--- src/rtl/multicycle_ctrl.sv ---
// multicycle_ctrl: multi-cycle MIPS control FSM.
//
// Each instruction takes 3 to 5 cycles. The block produces Moore-style datapath controls for
// each state. FETCH, MEM_RD and MEM_WR wait for mem_ready. If mem_ready stays low for too
// long in one of these states, the FSM moves to a sticky ERROR state.
//
// Parameters
//   ALUOP_W      width of ALUOp (>= 2); the 2-bit encodings are zero-extended
//   TIMEOUT_CYC  consecutive stall cycles in a memory state before ERROR; 0 disables
//
// Ports
//   clk, rst                    clock (rising edge), asynchronous active-low reset
//   RT .. bne                   one-hot decoded opcode, sampled only in DECODE
//   mem_ready                   memory access completes this cycle
//   PCWrite, PCWriteCond        unconditional / branch PC write
//   BranchNe                    branch on not-equal
//   PCSrc                       00 ALU, 01 ALUOut, 10 jump target, 11 register
//   IorD, IRWrite               memory address select, instruction register latch
//   ALUSrcA, ALUSrcB, ALUOp     ALU operand and operation selects
//   RegDst                      00 rt, 01 rd, 10 r31
//   RegWrite, MemRead, MemWrite, MemToReg, WDInp   register file / memory strobes
//   instr_done                  pulse on the final cycle of each instruction
//   illegal_op                  pulse when DECODE sees no opcode
//   bus_error                   high while in ERROR (left only through reset)
//   state_o                     current state, encoding below
//
// State encoding on state_o:
//   0 FETCH, 1 DECODE, 2 EXEC_R, 3 WB_R, 4 EXEC_I, 5 WB_I, 6 MEM_ADDR, 7 MEM_RD,
//   8 MEM_WB, 9 MEM_WR, 10 BRANCH, 11 JUMP, 12 JAL, 13 JR, 14 ERROR

module multicycle_ctrl #(
    parameter int unsigned ALUOP_W     = 2,
    parameter int unsigned TIMEOUT_CYC = 16
) (
    input  logic               clk,
    input  logic               rst,
    input  logic               RT,
    input  logic               addi,
    input  logic               andi,
    input  logic               lw,
    input  logic               sw,
    input  logic               j,
    input  logic               jal,
    input  logic               jr,
    input  logic               beq,
    input  logic               bne,
    input  logic               mem_ready,
    output logic               PCWrite,
    output logic               PCWriteCond,
    output logic               BranchNe,
    output logic [1:0]         PCSrc,
    output logic               IorD,
    output logic               IRWrite,
    output logic               ALUSrcA,
    output logic [1:0]         ALUSrcB,
    output logic [ALUOP_W-1:0] ALUOp,
    output logic [1:0]         RegDst,
    output logic               RegWrite,
    output logic               MemRead,
    output logic               MemWrite,
    output logic               MemToReg,
    output logic               WDInp,
    output logic               instr_done,
    output logic               illegal_op,
    output logic               bus_error,
    output logic [3:0]         state_o
);

    typedef enum logic [3:0] {
        StFetch   = 4'd0,
        StDecode  = 4'd1,
        StExecR   = 4'd2,
        StWbR     = 4'd3,
        StExecI   = 4'd4,
        StWbI     = 4'd5,
        StMemAddr = 4'd6,
        StMemRd   = 4'd7,
        StMemWb   = 4'd8,
        StMemWr   = 4'd9,
        StBranch  = 4'd10,
        StJump    = 4'd11,
        StJal     = 4'd12,
        StJr      = 4'd13,
        StError   = 4'd14
    } state_e;

    typedef enum logic [3:0] {
        ClsNone, ClsR, ClsAddi, ClsAndi, ClsLw, ClsSw, ClsBeq, ClsBne, ClsJal, ClsJ, ClsJr
    } cls_e;

    localparam logic [1:0] AluAdd   = 2'b00;
    localparam logic [1:0] AluSub   = 2'b01;
    localparam logic [1:0] AluFunct = 2'b10;
    localparam logic [1:0] AluAnd   = 2'b11;

    // The counter only needs to reach TIMEOUT_CYC-1; the next stall then trips ERROR.
    localparam int unsigned CntW = (TIMEOUT_CYC > 1) ? $clog2(TIMEOUT_CYC + 1) : 1;
    localparam logic [CntW-1:0] CntLast = CntW'(TIMEOUT_CYC - 1);

    state_e          state_q, state_d;
    cls_e            cls_q, cls_d;
    cls_e            dec_cls;
    logic [CntW-1:0] cnt_q, cnt_d;
    logic            stall;
    logic            timeout_hit;

    // Opcode priority decoder. When several inputs are high, the highest-priority one wins.
    always_comb begin
        dec_cls = ClsNone;
        if (RT)        dec_cls = ClsR;
        else if (addi) dec_cls = ClsAddi;
        else if (andi) dec_cls = ClsAndi;
        else if (lw)   dec_cls = ClsLw;
        else if (sw)   dec_cls = ClsSw;
        else if (beq)  dec_cls = ClsBeq;
        else if (bne)  dec_cls = ClsBne;
        else if (jal)  dec_cls = ClsJal;
        else if (j)    dec_cls = ClsJ;
        else if (jr)   dec_cls = ClsJr;
    end

    assign cls_d = (state_q == StDecode) ? dec_cls : cls_q;

    // Stall timeout. The count is cleared by any cycle that is not a stall. This covers both
    // mem_ready=1 and leaving the memory state.
    assign stall = ((state_q == StFetch) || (state_q == StMemRd) || (state_q == StMemWr)) &&
                   !mem_ready;
    assign timeout_hit = (TIMEOUT_CYC != 0) && stall && (cnt_q == CntLast);

    always_comb begin
        cnt_d = '0;
        if ((TIMEOUT_CYC != 0) && stall) begin
            cnt_d = cnt_q + CntW'(1);
        end
    end

    // Next-state logic
    always_comb begin
        state_d = state_q;
        case (state_q)
            StFetch: begin
                if (timeout_hit)    state_d = StError;
                else if (mem_ready) state_d = StDecode;
            end
            StDecode: begin
                case (dec_cls)
                    ClsR:           state_d = StExecR;
                    ClsAddi, ClsAndi: state_d = StExecI;
                    ClsLw, ClsSw:   state_d = StMemAddr;
                    ClsBeq, ClsBne: state_d = StBranch;
                    ClsJal:         state_d = StJal;
                    ClsJ:           state_d = StJump;
                    ClsJr:          state_d = StJr;
                    default:        state_d = StFetch;
                endcase
            end
            StExecR:   state_d = StWbR;
            StWbR:     state_d = StFetch;
            StExecI:   state_d = StWbI;
            StWbI:     state_d = StFetch;
            StMemAddr: state_d = (cls_q == ClsLw) ? StMemRd : StMemWr;
            StMemRd: begin
                if (timeout_hit)    state_d = StError;
                else if (mem_ready) state_d = StMemWb;
            end
            StMemWb:   state_d = StFetch;
            StMemWr: begin
                if (timeout_hit)    state_d = StError;
                else if (mem_ready) state_d = StFetch;
            end
            StBranch, StJump, StJal, StJr: state_d = StFetch;
            StError:   state_d = StError;
            default:   state_d = StFetch;
        endcase
    end

    always_ff @(posedge clk or negedge rst) begin
        if (!rst) begin
            state_q <= StFetch;
            cls_q   <= ClsNone;
            cnt_q   <= '0;
        end else begin
            state_q <= state_d;
            cls_q   <= cls_d;
            cnt_q   <= cnt_d;
        end
    end

    // Output decode. Everything is held at 0 while rst is low. Reset is asynchronous, so the
    // write strobes drop immediately and do not wait for a clock edge.
    always_comb begin
        PCWrite     = 1'b0;
        PCWriteCond = 1'b0;
        BranchNe    = 1'b0;
        PCSrc       = 2'b00;
        IorD        = 1'b0;
        IRWrite     = 1'b0;
        ALUSrcA     = 1'b0;
        ALUSrcB     = 2'b00;
        ALUOp       = ALUOP_W'(AluAdd);
        RegDst      = 2'b00;
        RegWrite    = 1'b0;
        MemRead     = 1'b0;
        MemWrite    = 1'b0;
        MemToReg    = 1'b0;
        WDInp       = 1'b0;
        instr_done  = 1'b0;
        illegal_op  = 1'b0;
        bus_error   = 1'b0;
        state_o     = 4'd0;
        if (rst) begin
            state_o = state_q;
            case (state_q)
                StFetch: begin
                    MemRead = 1'b1;
                    ALUSrcB = 2'b01;
                    // The instruction word and PC+4 are committed only on the cycle the fetch
                    // completes.
                    IRWrite = mem_ready;
                    PCWrite = mem_ready;
                end
                StDecode: begin
                    ALUSrcB    = 2'b11;
                    illegal_op = (dec_cls == ClsNone);
                end
                StExecR: begin
                    ALUSrcA = 1'b1;
                    ALUOp   = ALUOP_W'(AluFunct);
                end
                StWbR: begin
                    RegDst     = 2'b01;
                    RegWrite   = 1'b1;
                    instr_done = 1'b1;
                end
                StExecI: begin
                    ALUSrcA = 1'b1;
                    ALUSrcB = 2'b10;
                    ALUOp   = (cls_q == ClsAndi) ? ALUOP_W'(AluAnd) : ALUOP_W'(AluAdd);
                end
                StWbI: begin
                    RegWrite   = 1'b1;
                    instr_done = 1'b1;
                end
                StMemAddr: begin
                    ALUSrcA = 1'b1;
                    ALUSrcB = 2'b10;
                end
                StMemRd: begin
                    MemRead = 1'b1;
                    IorD    = 1'b1;
                end
                StMemWb: begin
                    RegWrite   = 1'b1;
                    MemToReg   = 1'b1;
                    instr_done = 1'b1;
                end
                StMemWr: begin
                    MemWrite   = 1'b1;
                    IorD       = 1'b1;
                    instr_done = mem_ready;
                end
                StBranch: begin
                    ALUSrcA     = 1'b1;
                    ALUOp       = ALUOP_W'(AluSub);
                    PCWriteCond = 1'b1;
                    PCSrc       = 2'b01;
                    BranchNe    = (cls_q == ClsBne);
                    instr_done  = 1'b1;
                end
                StJump: begin
                    PCWrite    = 1'b1;
                    PCSrc      = 2'b10;
                    instr_done = 1'b1;
                end
                StJal: begin
                    PCWrite    = 1'b1;
                    PCSrc      = 2'b10;
                    RegWrite   = 1'b1;
                    RegDst     = 2'b10;
                    WDInp      = 1'b1;
                    instr_done = 1'b1;
                end
                StJr: begin
                    PCWrite    = 1'b1;
                    PCSrc      = 2'b11;
                    instr_done = 1'b1;
                end
                StError: begin
                    bus_error = 1'b1;
                end
                default: begin
                end
            endcase
        end
    end

endmodule

--- config.mk ---
export PLATFORM = sky130hd
export DESIGN_NAME = multicycle_ctrl
export DESIGN_NICKNAME = d
export VERILOG_FILES = /design/src/rtl/multicycle_ctrl.sv
export SDC_FILE = /design/constraint.sdc
export NUM_CORES = 1
export LEC_CHECK = 0
export ABC_CLOCK_PERIOD_IN_PS = 3300
export CORE_UTILIZATION = 50
export DETAILED_ROUTE_END_ITERATION = 16
export PLACE_DENSITY_LB_ADDON = 0.12
export SLEW_MARGIN = 10
export SYNTH_ARGS = -nofsm -noshare
export SYNTH_HDL_FRONTEND = slang
export SYNTH_SLANG_ARGS = --single-unit
--- constraint.sdc ---
create_clock -name clk -period 3.3 [get_ports clk]
set_clock_uncertainty 0.05 [all_clocks]
set_input_delay 0.33 -clock clk [delete_from_list [all_inputs] [get_ports clk]]
set_output_delay 0.33 -clock clk [all_outputs]
set_load 0.1 [all_outputs]
==> results.txt <==
Outcome: finished, final reports clean
Maximum clock frequency: 363 MHz
Cell area after synthesis: 0.00127 mm²
CTS Sinks: 13
Chip height: 52.5 µm
Initial drt markers: 52
Total Power: 1.26 mW
Final Cycle Share: 83.4%
Yosys cell types: 40
Final hold viol count: 0
Post-CTS Hold Buffers: 0
Total wire length: 3540 µm
Fin. max-slew vios: 0
Vias in the first global route: 1229
DR pass1 iterations: 4
Row cnt: 17
Post-synth top cells: nor2_1, nand2_1, dfrtp_1
Placer congestion estimate: 0.837
Most used DFF post-synth: dfrtp_1
Most area-hungry cell type in the Yosys netlist: dfrtp_1
Cells along the critical path: clkdlybuf4s50_1 -> nor2_1 -> a211oi_1 -> or3_1 -> a21oi_1 -> inv_1 -> ha_1 -> nand3_1 -> nor3_4 -> buf_12
Clock share of power: 7.8%
PD cells: 687 mW/mm²
Critical Path End Type: output port
TritonCTS Buffers: 3
Yosys warnings: 0
Starting Density: 55.5%
Post-layout minimum cycle time: 2.75 ns
Sw power: 755 µW
Pint: 503 µW
Antenna Cells: 0
# IOs: 39
Crit-path slowest cell: clkdlybuf4s50_1
Clk buf depth: 2
Top Family by Delay on Critical Path: buffers and inverters
Largest net degree at the start of global routing: 26
Sequential share of the synthesized area: 25.5%
Critical path class: primary input to output port
Crit Path Max Fanout: 5
Peak VDD IR: 717 µV
RSZ-0062 raised after global routing: false
Die width: 52.5 µm
Logic pwr share: 66.7%
Initial antenna violation count: 0
DR vias/cell: 5.98
Layout area overhead: 43.6%
Clock-pin slew on the worst setup and hold paths: 0.08 ns
Worst Hold Class: primary input to async pin
CP bufs+invs: 3
Synthesized Nets: 190
CTS tree: yes
Worst Path Required: 2.92 ns
Post-DP HPWL: 2770 µm
Postcts setup bufs: 0
Fill cell count: 158
Post-synth EDFFs: 0
Seq cells post-synth: 13
Layout cells sized above 1: 23.8%
Yosys top cell area share: 25.5%
Max Cap Viol: 0
Startpoint types: primary input
Core Region: 0.00230 mm²
Ranking of synthesized cells by area: dfrtp_1, ha_1, nor2_1
WL/cell: 15.4 µm
Static Leak: 0.767 nW
Most frequent cell after synthesis: nor2_1
Port bufs: 38
DRT antenna net count: 0
Root buffer cell: clkbuf_4
H-tree Lvls: 1
Worst-margin pin slew: 0.947 ns
Clock latency on the worst-skew pair: 0.28 ns
Rel. slew slack: 36.3%
Overflow after GRT: 0
Async set-reset flop share out of synthesis: 100%
Vias: 1375
Die area: 0.00276 mm²
First-pass GRT wire length: 5730 µm
CP peak stage delay: 0.44 ns
Sw Ratio: 60.0%
GRT Overall Usage: 28.4%
Hold WS: 0.380 ns
Final setup viols: 0
Mapped Cells: 170
Flop pwr share: 25.5%
Drt drc: 0
Syn Area/Cell: 7.50 µm²
Final nets: 223
WP data arrival: 2.37 ns
CTS resizes: 0
area by class of cell:
type	count	area [µm²]	area share, %
clock buffer	4	26.3	1.44
inverter	11	41.3	2.26
multi-input combinational	135	892	48.7
sequential	13	325	17.8
tap	28	35.0	1.91
timing repair buffer	39	510	27.9
cells in the final DEF, fill, tap and decap left out, drive strengths merged:
cell type,synthesis,routed
mux2,3,3
inv,11,11
and4b,1,1
nand2,19,19
o22ai,2,2
o32a,1,1
nor2b,5,5
ha,7,7
nand2b,5,5
xor2,1,1
and4bb,1,1
clkdlybuf4s50,0,12
clkbuf,3,4
o311ai,1,1
nand3,5,5
nor3,12,12
a211oi,2,2
a22oi,1,1
or2,3,3
o21bai,2,2
or3,1,1
a221oi,1,1
mux2i,3,3
nor2,23,23
and2,5,5
xnor2,1,1
o32ai,3,3
o21ai,3,3
a21o,1,1
a21bo,1,1
dfrtp,13,13
a31oi,5,5
and3,1,1
nor4,5,5
a21oi,9,9
buf,8,27
o211ai,2,2
layer usage:
layer | vias up | share of wire (%) | track usage, % | wire [µm]
met3 | 7 | 5.8 | 4.93 | 206
met5 | - | 0 | 0 | 0
li1 | 662 | - | - | -
met4 | 0 | 1.8 | 9.21 | 63
met1 | 639 | 40 | 35.4 | 1400
met2 | 67 | 53 | 48.9 | 1870
power groups by stage:
stage	sequential (mW)	combinational [mW]	clock (mW)
floorplan	0.228	0.726	0
global placement	0.315	0.813	0
detailed placement	0.321	0.833	0
CTS	0.317	0.837	0.102
global route	0.331	0.888	0.108
finish	0.321	0.839	0.0981
flip-flops by register name (all words and copies together), names as in the netlist:
signal / flops
cnt_q: 5
cls_q: 4
state_q: 4
stage by stage:
step	setup slack [ns]	utilization (%)	TNS, ns	cell area (µm²)	instances
2_1_floorplan	-0.587	-	-1.95	1320	170
3_3_place_gp	0.648	78.5	0	1800	226
3_5_place_dp	0.540	78.5	0	1800	226
4_1_cts	0.544	79.7	0	1830	230
5_1_grt	0.380	79.7	0	1830	230
6_report	0.547	79.7	0	1830	230
final timing paths:
path | start | endpoint | slack [ns] | depth (start not counted)
min in group clk | cnt_q[0]$_DFF_PN0_ | cnt_q[0]$_DFF_PN0_ | 0.42 | 1
max in group asynchronous | rst | cls_q[1]$_DFFE_PN0P_ | 2.60 | 2
worst max-delay path | jal | illegal_op | 0.55 | 10
worst min register to register | cnt_q[0]$_DFF_PN0_ | cnt_q[0]$_DFF_PN0_ | 0.42 | 1
worst min-delay path | rst | cnt_q[4]$_DFF_PN0_ | 0.38 | 2
worst max register to register | state_q[2]$_DFFE_PN0P_ | cnt_q[3]$_DFF_PN0_ | 1.17 | 5
cells by family (layout without fill, tap and decap cells):
family | Yosys count | in the layout | synth area share [%]
mux | 6 | 6 | 5.00
compound gates | 34 | 34 | 19.2
simple gates | 86 | 86 | 34.3
buf+inv | 22 | 54 | 7.75
flops | 13 | 13 | 25.5
fa+ha+maj | 7 | 7 | 6.87
xor+xnor | 2 | 2 | 1.37
worst register-to-register path, cell delays in order, from the launching register on:
cell,delay [ns]
dfrtp_1,0.87
nand2_1,0.32
o22ai_1,0.33
nand2_1,0.12
a21o_1,0.25
nor2_1,0.14
Power figures use the tool's default switching activity.
